`config.mk`:
```
export PLATFORM = sky130hd
export DESIGN_NAME = audio_level_detector
export DESIGN_NICKNAME = d
export VERILOG_FILES = /design/src/rtl/audio_level_detector.sv
export SDC_FILE = /design/constraint.sdc
export NUM_CORES = 1
export LEC_CHECK = 0
export CORE_MARGIN = 10
export CORE_UTILIZATION = 40
export CTS_BUF_LIST = sky130_fd_sc_hd__clkbuf_4 sky130_fd_sc_hd__clkbuf_8
export DETAILED_ROUTE_END_ITERATION = 8
export PLACE_DENSITY = 0.69
export SLEW_MARGIN = 20
export SYNTH_ARGS = -nofsm -noshare
export SYNTH_HDL_FRONTEND = slang
export SYNTH_SLANG_ARGS = --single-unit
```
`constraint.sdc`:
```
create_clock -name clk -period 5.4 [get_ports clk]
set_input_delay 0.81 -clock clk [delete_from_list [all_inputs] [get_ports clk]]
set_output_delay 0.81 -clock clk [all_outputs]
set_load 0.01 [all_outputs]
```
`src/rtl/audio_level_detector.sv`:
```
// Audio ADC capture and windowed peak/clap detector for the audio_codec read side.
// Optional per-channel DC blocker enabled by defining AUDIO_LEVEL_DC_BLOCK_EN.
module audio_level_detector #(
   parameter int unsigned WINDOW      = 4800,
   parameter logic [23:0] THRESH      = 24'd2000000,
   parameter int unsigned HOLDOFF_WIN = 5
) (
   input  logic        clk,
   input  logic        reset_n,
   input  logic        enable,
   input  logic        read_ready,
   output logic        read,
   input  logic [23:0] readdata_left,
   input  logic [23:0] readdata_right,
   output logic [23:0] peak,
   output logic        peak_valid,
   output logic        clap
);

   typedef enum logic [2:0] {
      S_IDLE,
      S_LISTEN,
      S_ABS,
      S_ACCUM,
      S_REPORT
   } state_t;

   state_t      r_state;
   state_t      w_next;
   logic [23:0] r_left;
   logic [23:0] r_right;
   logic [23:0] r_mag;
   logic [23:0] r_win_peak;
   logic [23:0] r_peak;
   logic [15:0] r_cnt;
   logic [7:0]  r_holdoff;

   logic        w_last;
   logic        w_clap;
   logic [23:0] w_acc_max;
   logic [23:0] w_mag_l;
   logic [23:0] w_mag_r;

   // |x| with the most negative code folded onto full-scale positive
   function automatic logic [23:0] abs_sat(input logic [23:0] x);
      if (x == 24'h800000)
         return 24'h7FFFFF;
      else if (x[23])
         return -x;
      else
         return x;
   endfunction

`ifdef AUDIO_LEVEL_DC_BLOCK_EN
   logic [23:0] r_avg_l;
   logic [23:0] r_avg_r;
   logic [24:0] w_diff_l;
   logic [24:0] w_diff_r;

   function automatic logic [23:0] sat24(input logic [24:0] d);
      if (d[24] != d[23])
         return d[24] ? 24'h800000 : 24'h7FFFFF;
      else
         return d[23:0];
   endfunction

   assign w_diff_l = {r_left[23], r_left} - {r_avg_l[23], r_avg_l};
   assign w_diff_r = {r_right[23], r_right} - {r_avg_r[23], r_avg_r};
   assign w_mag_l  = abs_sat(sat24(w_diff_l));
   assign w_mag_r  = abs_sat(sat24(w_diff_r));

   always_ff @(posedge clk or negedge reset_n) begin
      if (!reset_n) begin
         r_avg_l <= '0;
         r_avg_r <= '0;
      end else if (r_state == S_ABS) begin
         r_avg_l <= r_avg_l + 24'($signed(w_diff_l) >>> 8);
         r_avg_r <= r_avg_r + 24'($signed(w_diff_r) >>> 8);
      end
   end
`else
   assign w_mag_l = abs_sat(r_left);
   assign w_mag_r = abs_sat(r_right);
`endif

   assign w_last    = (r_cnt == 16'(WINDOW - 1));
   assign w_acc_max = (r_mag > r_win_peak) ? r_mag : r_win_peak;
   assign w_clap    = (r_peak >= THRESH) && (r_holdoff == '0);
   assign peak      = r_peak;

   always_comb begin
      w_next     = r_state;
      read       = 1'b0;
      peak_valid = 1'b0;
      clap       = 1'b0;
      case (r_state)
         S_IDLE: begin
            if (enable)
               w_next = S_LISTEN;
         end
         S_LISTEN: begin
            read = read_ready;
            if (read_ready)
               w_next = S_ABS;
            else if (!enable)
               w_next = S_IDLE;
         end
         S_ABS:   w_next = S_ACCUM;
         S_ACCUM: w_next = w_last ? S_REPORT : S_LISTEN;
         S_REPORT: begin
            peak_valid = 1'b1;
            clap       = w_clap;
            w_next     = enable ? S_LISTEN : S_IDLE;
         end
         default: w_next = S_IDLE;
      endcase
   end

   always_ff @(posedge clk or negedge reset_n) begin
      if (!reset_n) begin
         r_state    <= S_IDLE;
         r_left     <= '0;
         r_right    <= '0;
         r_mag      <= '0;
         r_win_peak <= '0;
         r_peak     <= '0;
         r_cnt      <= '0;
         r_holdoff  <= '0;
      end else begin
         r_state <= w_next;
         case (r_state)
            S_LISTEN: begin
               if (read_ready) begin
                  r_left  <= readdata_left;
                  r_right <= readdata_right;
               end else if (!enable) begin
                  // abandoning a partial window; last reported peak is kept
                  r_win_peak <= '0;
                  r_cnt      <= '0;
               end
            end
            S_ABS: begin
               r_mag <= (w_mag_l > w_mag_r) ? w_mag_l : w_mag_r;
            end
            S_ACCUM: begin
               if (w_last) begin
                  r_peak     <= w_acc_max;
                  r_win_peak <= '0;
                  r_cnt      <= '0;
               end else begin
                  r_win_peak <= w_acc_max;
                  r_cnt      <= r_cnt + 16'd1;
               end
            end
            S_REPORT: begin
               if (w_clap)
                  r_holdoff <= 8'(HOLDOFF_WIN);
               else if (r_holdoff != '0)
                  r_holdoff <= r_holdoff - 8'd1;
            end
            default: ;
         endcase
      end
   end

endmodule
```
==> results of run 1 <==
## Yosys cell counts, types with 6 or more instances
library cell,number,area share
a31oi_1,7,0.0048
xor2_1,15,0.014
nand3_1,21,0.012
or4_1,7,0.0058
ha_1,52,0.071
o311ai_0,6,0.0058
mux2i_1,6,0.0066
mux2_2,67,0.083
nand2_1,141,0.058
nand4_1,17,0.012
nor3_1,22,0.012
or3_1,14,0.0096
a21o_1,10,0.0082
nand2b_1,14,0.0096
and3_1,7,0.0048
clkbuf_1,47,0.019
nor2_1,57,0.023
a22oi_1,25,0.021
o21ai_0,58,0.032
o21a_1,12,0.0099
o31a_1,10,0.0096
dfrtp_1,147,0.40
inv_1,41,0.017
nor4_1,9,0.0062
o31ai_1,30,0.025
xnor2_1,9,0.0086
a32oi_1,24,0.023
a21oi_1,50,0.027
## cells in the final DEF, fill, tap and decap left out, drive strengths merged, types with 12 or more instances in the layout
| cell type | netlist | routed |
|---|---|---|
| o21a | 12 | 12 |
| nand4 | 17 | 17 |
| nand3 | 21 | 21 |
| nor3 | 23 | 23 |
| clkdlybuf4s50 | 0 | 77 |
| dfrtp | 147 | 147 |
| o31ai | 31 | 31 |
| inv | 42 | 42 |
| ha | 52 | 52 |
| xor2 | 15 | 15 |
| a22oi | 25 | 25 |
| a32oi | 24 | 24 |
| nor2 | 57 | 57 |
| or3 | 14 | 14 |
| o21ai | 58 | 58 |
| buf | 2 | 18 |
| clkbuf | 47 | 26 |
| a21oi | 50 | 50 |
| nand2 | 141 | 141 |
| nand2b | 14 | 14 |
| mux2 | 67 | 67 |
## power breakdown
| group | switching (mW) | internal (mW) |
|---|---|---|
| combinational | 1.88 | 1.37 |
| sequential | 0.524 | 1.45 |
| clock | 0.400 | 0.575 |
| total | 2.81 | 3.40 |
## stage by stage
| stage | utilization | setup WS, ns | power (mW) | instance area (um^2) | cells |
|---|---|---|---|---|---|
| 3_3_place_gp | 0.4524 | 0.7279 | 5.101 | 10210 | 1322 |
| 6_report | 0.4727 | 0.5669 | 6.206 | 10670 | 1353 |
| 5_1_grt | 0.4727 | 0.2188 | 6.755 | 10670 | 1353 |
| 4_1_cts | 0.4722 | 0.5719 | 6.182 | 10660 | 1352 |
| 3_5_place_dp | 0.4524 | 0.6120 | 5.181 | 10210 | 1322 |
| 2_1_floorplan | - | 0.6758 | 4.258 | 9129 | 992 |
## cells by family (layout without fill, tap and decap cells)
logic type / Yosys count / count (layout) / share of synthesized area
flip-flops: 147 / 147 / 0.4030
AO/OA/AOI/OAI: 266 / 266 / 0.1963
adder cells (fa/ha/maj): 52 / 52 / 0.07127
buffers and inverters: 91 / 167 / 0.03838
XOR/XNOR: 24 / 24 / 0.02303
AND/OR/NAND/NOR: 339 / 339 / 0.1789
multiplexers: 73 / 73 / 0.08923
## worst register-to-register path: stages (launching register included)
cell,delay (ns)
dfrtp_1,0.46
or4_4,0.58
or4_4,0.54
or2_1,0.25
or4_1,0.59
nand4_1,0.16
o21ai_0,0.13
ha_1,0.32
nand4_1,0.11
nor4_1,0.41
o21ai_0,0.17
o211a_1,0.19
a21oi_2,0.13
buf_4,0.30
mux2i_1,0.12
mux2_2,0.26
## routing by layer
| layer | GRT usage | wire (um) | share of wire | up-vias |
|---|---|---|---|---|
| li1 | - | - | - | 3795 |
| met1 | 0.2300 | 11160 | 0.47 | 3758 |
| met2 | 0.2575 | 10880 | 0.46 | 201 |
| met3 | 0.03111 | 1193 | 0.051 | 20 |
| met4 | 0.04688 | 354 | 0.015 | 0 |
| met5 | 0 | 0 | 0 | - |
## path summary, 6_finish.rpt
path | start | endpoint | slack, ns | cells after the start
setup / recovery | r_right[6] | r_mag[23] | 0.57 | 15
hold / removal | reset_n | r_holdoff[4] | 0.45 | 1
setup reg to reg | r_right[6] | r_mag[23] | 0.57 | 15
hold reg to reg | r_holdoff[2] | r_holdoff[2] | 0.50 | 1
max in group asynchronous | reset_n | r_left[0] | 3.70 | 2
min in group clk | r_holdoff[2] | r_holdoff[2] | 0.50 | 1
## state kept, by name, summed over array words and instances, names as in the netlist
| register | cells |
|---|---|
| peak | 24 |
| r_right | 24 |
| r_mag | 24 |
| r_state | 3 |
| r_holdoff | 8 |
| r_left | 24 |
| r_win_peak | 24 |
| r_cnt | 16 |
## final cells by class
type / instances / area, um^2
Sequential cell: 147 / 3679
Inverter: 42 / 157.7
Multi-Input combinational cell: 754 / 5116
Clock inverter: 4 / 120.1
Fill cell: 2130 / 11900
Tap cell: 285 / 356.6
Clock buffer: 26 / 326.6
Timing Repair Buffer: 95 / 913.4
==> impl_metrics.py, run 1 <==
metrics = {
    "cts": {
        "cts_resized": 0,
        "clockBufferDepth": 2,
        "cts_max_level": 4,
        "clock_sinks": 147,
        "ctsHoldBuffers": 0,
        "cts_buffers": 17,
        "postCtsSetupRepairBufs": 0,
        "root_buffer": "clkbuf_8",
        "clk_pin_slew_ns": 0.08,
        "insertion_delay_ns": 0.45,
        "cts_tree": "built",
    },
    "timing": {
        "slew_headroom": 0.2833,
        "worstMarginPinSlew_ns": 1.074,
        "fin_crit_ns": 4.833,
        "slew_violations": 0,
        "setup_violations": 0,
        "holdWs_ns": 0.4507,
        "finClkSkew_ns": 0.01069,
        "finalHoldViolCount": 0,
        "period_share": 0.8950,
        "grt_setup_unrepaired": "false",
        "fmax_ghz": 0.2069,
        "setup_tns_ns": 0,
    },
    "global_routing": {
        "grt_pass1_vias": 7563,
        "grt_start_max_net_pins": 97,
        "track_usage": 0.1659,
        "antenna_found_initial": 0,
        "grt_pass1_wl_um": 39340,
        "grt.overflow.total": 0,
    },
    "final_layout": {
        "insertedDiodeCount": 0,
        "nets": 1161,
        "syn_to_final_growth_pct": 16.87,
        "drive_above_1_share": 0.1236,
    },
    "min_path": {
        "min_path_type": "primary input to asynchronous set/reset pin",
    },
    "drt": {
        "vias": 7774,
        "routed_wl_um": 23590,
        "dr.first_iter.drc_count": 490,
        "wl_per_cell_um": 17.43,
        "ant_nets": 0,
        "drc": 0,
        "routed_via_density": 5.746,
        "drt-pass1-iter-count": 5,
    },
    "die": {
        "ioPinCount": 79,
        "core_um2": 22570,
        "die-area_um2": 29260,
        "fp-row-count": 55,
        "die_y_um": 171.1,
        "die_w_um": 171.1,
        "initial_core_util": 0.4044,
    },
    "status": {
        "status": "complete, no violations",
    },
    "power_and_ir_drop": {
        "vdd_drop_max_uv": 309.4,
        "leakage_nw": 4.423,
        "p_per_area_nw_per_um2": 581.7,
    },
    "critical_path": {
        "crit_path_end_kind": "flip-flop",
        "worst-path-buf-inv": 1,
        "path_class": "flip-flop to flip-flop",
        "arrival_ns": 5.17,
        "crit_required_ns": 5.74,
        "cpPeakStageDelay_ns": 0.59,
        "path_cells": "or4_4 > or4_4 > or2_1 > or4_1 > nand4_1 > o21ai_0 > ha_1 > nand4_1 > nor4_1 > o21ai_0 > o211a_1 > a21oi_2 > buf_4 > mux2i_1 > mux2_2",
        "cp_slowest_cell": "or4_1",
        "critPathMaxFanout": 27,
        "critical-path-top-delay-family": "simple AND/OR/NAND/NOR gates",
        "critPathLaunchType": "flip-flop",
    },
    "place": {
        "io_buffer_count": 78,
        "gp_congestion": 0.8743,
        "hpwl_um": 17020,
    },
    "synthesis": {
        "synthArstFlopShare": 1.000,
        "synth_cell_types": 61,
        "syn_inst": 992,
        "synth-seq-area-share": 0.4030,
        "syn_nets": 1096,
        "synthFlopType": "dfrtp_1",
        "ys_ff_latch": 147,
        "yosys_warnings": 0,
        "synth-edff-count": 0,
        "syn_avg_cell_area_um2": 9.202,
        "syn-cell-area_um2": 9129,
    },
    "flow_run": {
        "drv_cap": 0,
    },
}
No activity file was read; power rests on OpenSTA's default activity.
==> run 2, diff against run 1 <==
Clock period 5.4 ns to 5.5 ns, I/O delays scaled along.
==> run 2 against run 1 <==
Final cell count is 0.15% higher. Largest power group unchanged. Power is 1.5% lower. Critical endpoint unchanged. Largest cell class unchanged. Register-to-register slack worse by 0.02 ns.
==> impl_metrics.py, run 2 (synthesis results as in run 1) <==
metrics = {
    "timing": {
        "finClkSkew_ns": 0.01034,
        "worstMarginPinSlew_ns": 1.120,
        "fmax_ghz": 0.2020,
        "grt_setup_unrepaired": "false",
        "slew_headroom": 0.2523,
        "final.setup.worst_slack_ns": 0.5499,
        "finalHoldViolCount": 0,
        "slew_violations": 0,
        "period_share": 0.9000,
        "setup_violations": 0,
        "setup_tns_ns": 0,
        "fin_crit_ns": 4.950,
    },
    "critical_path": {
        "reg2reg_depth": 15,
        "critPathMaxFanout": 25,
        "critPathLaunchType": "flip-flop",
        "path_class": "flip-flop to flip-flop",
        "crit_required_ns": 5.85,
        "cp_slowest_cell": "or4_4",
        "arrival_ns": 5.30,
        "path_cells": "or4_4 > or4_4 > or2_1 > or4_1 > nand4_1 > o21ai_0 > ha_1 > nand4_1 > nor4_1 > o21ai_0 > o211a_1 > a21oi_2 > buf_4 > mux2i_1 > mux2_2",
        "cpPeakStageDelay_ns": 0.58,
        "crit_path_end_kind": "flip-flop",
    },
    "min_path": {
        "min_path_type": "primary input to asynchronous set/reset pin",
    },
    "drt": {
        "dr.first_iter.drc_count": 455,
        "routed_wl_um": 23550,
        "drt-pass1-iter-count": 5,
        "routed_via_density": 5.790,
        "ant_nets": 0,
        "drc": 0,
        "wl_per_cell_um": 17.38,
        "vias": 7846,
    },
    "global_routing": {
        "grt.overflow.total": 0,
        "track_usage": 0.1638,
        "grt_start_max_net_pins": 101,
        "grtUsageMet1": 0.2227,
        "antenna_found_initial": 0,
        "grt_util_met2": 0.2535,
        "grt_busiest_layer": "met2",
        "use_met3": 0.03203,
        "grt_pass1_vias": 7568,
        "grt_pass1_wl_um": 38830,
    },
    "die": {
        "die-area_um2": 29260,
        "fp-row-count": 55,
        "die_w_um": 171.1,
        "initial_core_util": 0.4044,
        "ioPinCount": 79,
        "die_y_um": 171.1,
        "core_um2": 22570,
    },
    "final_layout": {
        "layout_common_cells": "dfrtp_1 (147), nand2_1 (141), clkdlybuf4s50_1 (77)",
        "final_common_cell": "dfrtp_1",
        "n_fill_cell": 2147,
        "stdcell_area_um2": 10670,
        "nets": 1161,
        "drive_above_1_share": 0.1252,
        "insertedDiodeCount": 0,
        "syn_to_final_growth_pct": 16.90,
    },
    "cts": {
        "cts_resized": 0,
        "cts_tree": "built",
        "ctsHoldBuffers": 0,
        "cts_buffers": 17,
        "postCtsSetupRepairBufs": 0,
        "root_buffer": "clkbuf_8",
        "clock_sinks": 147,
        "cts_max_level": 4,
        "clockBufferDepth": 2,
        "clk_pin_slew_ns": 0.08,
        "insertion_delay_ns": 0.46,
    },
    "status": {
        "status": "complete, no violations",
    },
    "power_and_ir_drop": {
        "leakage_nw": 4.421,
        "p_per_area_nw_per_um2": 572.7,
        "vdd_drop_max_uv": 305.3,
    },
    "place": {
        "io_buffer_count": 78,
        "hpwl_um": 16740,
        "dpl_cell_area_um2": 10210,
        "dp_slack_ns": 0.6102,
        "gp_congestion": 0.9390,
    },
    "flow_run": {
        "drv_cap": 0,
    },
}
[run 2: cell types whose count changed in the layout (fill, tap and decap cells not counted), sizes merged]
cell | before | now
clkbuf | 26 | 24
clkinv | 0 | 3
clkinvlp | 0 | 1
[run 2: power breakdown]
part           internal [mW]  total, mW  switching (mW)
clock                  0.545      0.967           0.422
combinational           1.34       3.20            1.86
sequential              1.43       1.94           0.514
[run 2: final cells by class]
type                            instances  area [um^2]  area share
Multi-Input combinational cell        754         5116      0.4794
Sequential cell                       147         3679      0.3447
Inverter                               42        157.7     0.01477
Timing Repair Buffer                   95        913.4     0.08559
Tap cell                              285        356.6     0.03342
Clock inverter                          8        150.1     0.01407
Clock buffer                           24        299.0     0.02802
[run 2: stage by stage]
stage               hold slack (ns)  total power, mW  cells  utilization
floorplan                    0.4570            4.181    992            -
global placement             0.4760            5.020   1322       0.4524
detailed placement           0.4840            5.091   1322       0.4524
CTS                          0.4991            6.081   1354       0.4723
global route                 0.5111            6.629   1355       0.4728
finish                       0.4584            6.112   1355       0.4728
[run 2: path summary, 6_finish.rpt]
kind                               from            to  slack, ns
max                          r_right[6]     r_mag[23]       0.55
min                             reset_n  r_holdoff[4]       0.46
max reg2reg                  r_right[6]     r_mag[23]       0.55
min reg2reg                r_holdoff[2]  r_holdoff[2]       0.50
max in group asynchronous       reset_n      r_mag[4]       3.83
min in group clk           r_holdoff[2]  r_holdoff[2]       0.50
[run 2: metal layers]
metal  share of wire  up-vias  wire length (um)
met5               0        -                 0
met4           0.019        0               450
met3           0.063       27              1481
met2            0.45      235             10570
met1            0.47     3794             11050
li1                -     3790                 -
[run 2: critical path, delay by kind of cell, from the launching register on]
kind            cells  cell delay [ns]
simple gates        7             2.67
compound gates      4             0.69
flops               1             0.47
mux                 2             0.39
fa+ha+maj           1             0.31
buf+inv             1             0.30
==> run 3, diff against run 2 <==
Settings changed: CTS_BUF_LIST sky130_fd_sc_hd__clkbuf_4 sky130_fd_sc_hd__clkbuf_8 to sky130_fd_sc_hd__clkbuf_2, TNS_END_PERCENT from default to 50.
==> run 3 against run 2 <==
Critical path depth is the same. Sequential power is essentially flat. First-iteration DRC count shrank 2.4%. Setup slack lost 0.052 ns. Worst hold slack lost 0.32 ns. Sequential share of layout area grew 0.59 points. Critical path type unchanged. Largest cell class unchanged. Largest power group unchanged.
==> impl_metrics.py, run 3 (synthesis results as in run 1) <==
metrics = {
    "status": {
        "status": "complete, no violations",
    },
    "final_layout": {
        "n_fill_cell": 2171,
        "final_common_cell": "dfrtp_1",
        "layout_common_cells": "dfrtp_1 (147), nand2_1 (141), clkdlybuf4s50_1 (77)",
        "drive_above_1_share": 0.1234,
        "syn_to_final_growth_pct": 14.94,
        "nets": 1161,
    },
    "cts": {
        "clock_sinks": 147,
        "cts_max_level": 4,
        "cts_resized": 0,
        "root_buffer": "clkbuf_2",
        "ctsHoldBuffers": 0,
        "clockBufferDepth": 2,
        "postCtsSetupRepairBufs": 0,
        "cts_buffers": 17,
        "clk_pin_slew_ns": 0.24,
        "insertion_delay_ns": 0.73,
        "cts_tree": "built",
    },
    "die": {
        "initial_core_util": 0.4044,
        "die-area_um2": 29260,
        "ioPinCount": 79,
        "fp-row-count": 55,
        "die_w_um": 171.1,
        "core_um2": 22570,
        "die_y_um": 171.1,
    },
    "drt": {
        "wl_per_cell_um": 17.33,
        "routed_via_density": 5.786,
        "ant_nets": 0,
        "routed_wl_um": 23500,
        "dr.first_iter.drc_count": 444,
        "drt-pass1-iter-count": 7,
        "vias": 7846,
        "drc": 0,
    },
    "timing": {
        "slew_headroom": 0.2349,
        "setup_violations": 0,
        "slew_violations": 0,
        "finalHoldViolCount": 0,
        "grt_setup_unrepaired": "false",
        "period_share": 0.9095,
        "finClkSkew_ns": 0.04129,
        "worstMarginPinSlew_ns": 1.146,
        "fin_crit_ns": 5.002,
        "fmax_ghz": 0.1999,
        "setup_tns_ns": 0,
    },
    "critical_path": {
        "crit_required_ns": 6.12,
        "path_class": "flip-flop to flip-flop",
        "critPathLaunchType": "flip-flop",
        "crit_path_end_kind": "flip-flop",
        "arrival_ns": 5.62,
        "reg2reg_depth": 15,
        "critPathMaxFanout": 25,
    },
    "global_routing": {
        "grt_pass1_vias": 7517,
        "grt_pass1_wl_um": 38720,
        "grt_start_max_net_pins": 101,
        "grt_util_met2": 0.2524,
        "grtUsageMet1": 0.2231,
        "track_usage": 0.1631,
        "use_met3": 0.03456,
        "antenna_found_initial": 1,
        "grt_busiest_layer": "met2",
        "grt.overflow.total": 0,
    },
    "min_path": {
        "min_path_type": "primary input to asynchronous set/reset pin",
    },
    "power_and_ir_drop": {
        "vdd_drop_max_uv": 270.3,
        "total_power_mw": 5.850,
        "p_per_area_nw_per_um2": 557.5,
        "leakage_nw": 4.356,
    },
    "place": {
        "io_buffer_count": 78,
        "gp_congestion": 0.9390,
        "hpwl_um": 16740,
    },
    "flow_run": {
        "drv_cap": 0,
    },
}
## run 3: where the power goes
part           leakage (nW)  switching, mW  internal [mW]
registers              1.87          0.511           1.42
logic                  2.32           1.87           1.34
clock network         0.163          0.394          0.306
## run 3: area by class of cell
class	instances	area [um^2]	area share
clock inverters	10	157.7	0.01502
multi-input cells	754	5116	0.4876
diodes	1	2.502	0.0002385
repair buffers	95	913.4	0.08705
clock buffers	22	110.1	0.01049
flip-flops and latches	147	3679	0.3506
inverters	42	157.7	0.01502
well taps	285	356.6	0.03399
## run 3: layer usage
layer  routed length, um  vias up
met3                1447       21
met1               11090     3820
li1                    -     3787
met4                 430        0
met2               10530      218
met5                   0        -
## run 3: final timing paths
check | from | end | slack [ns]
min in group clk | r_cnt[2] | r_cnt[2] | 0.51
worst max-delay path | r_right[6] | r_mag[23] | 0.50
worst max register to register | r_right[6] | r_mag[23] | 0.50
worst min register to register | r_cnt[2] | r_cnt[2] | 0.51
max in group asynchronous | reset_n | r_left[18] | 4.13
worst min-delay path | reset_n | r_holdoff[4] | 0.14
## run 3: metrics by stage
step	setup slack (ns)	hold slack, ns	instance area [um^2]	util	instances
3_3_place_gp	0.7692	0.4760	10210	0.4524	1322
6_report	0.4980	0.1420	10490	0.4649	1356
3_5_place_dp	0.6102	0.4840	10210	0.4524	1322
4_1_cts	0.5564	0.1532	10480	0.4642	1354
5_1_grt	0.1384	0.1095	10490	0.4649	1356
2_1_floorplan	0.7758	0.4570	9129	-	992
## run 3: critical path: stages, from the launching register on
cell and delay [ns]:
dfrtp_1 0.50, or4_4 0.58, or4_4 0.54, or2_1 0.25, or4_1 0.58, a21oi_1 0.22, o22ai_1 0.11, ha_1 0.29
nand4_1 0.10, nor4_1 0.46, o21ai_0 0.19, o211a_1 0.20, a21oi_2 0.19, buf_4 0.31, mux2i_1 0.12, mux2_2 0.27
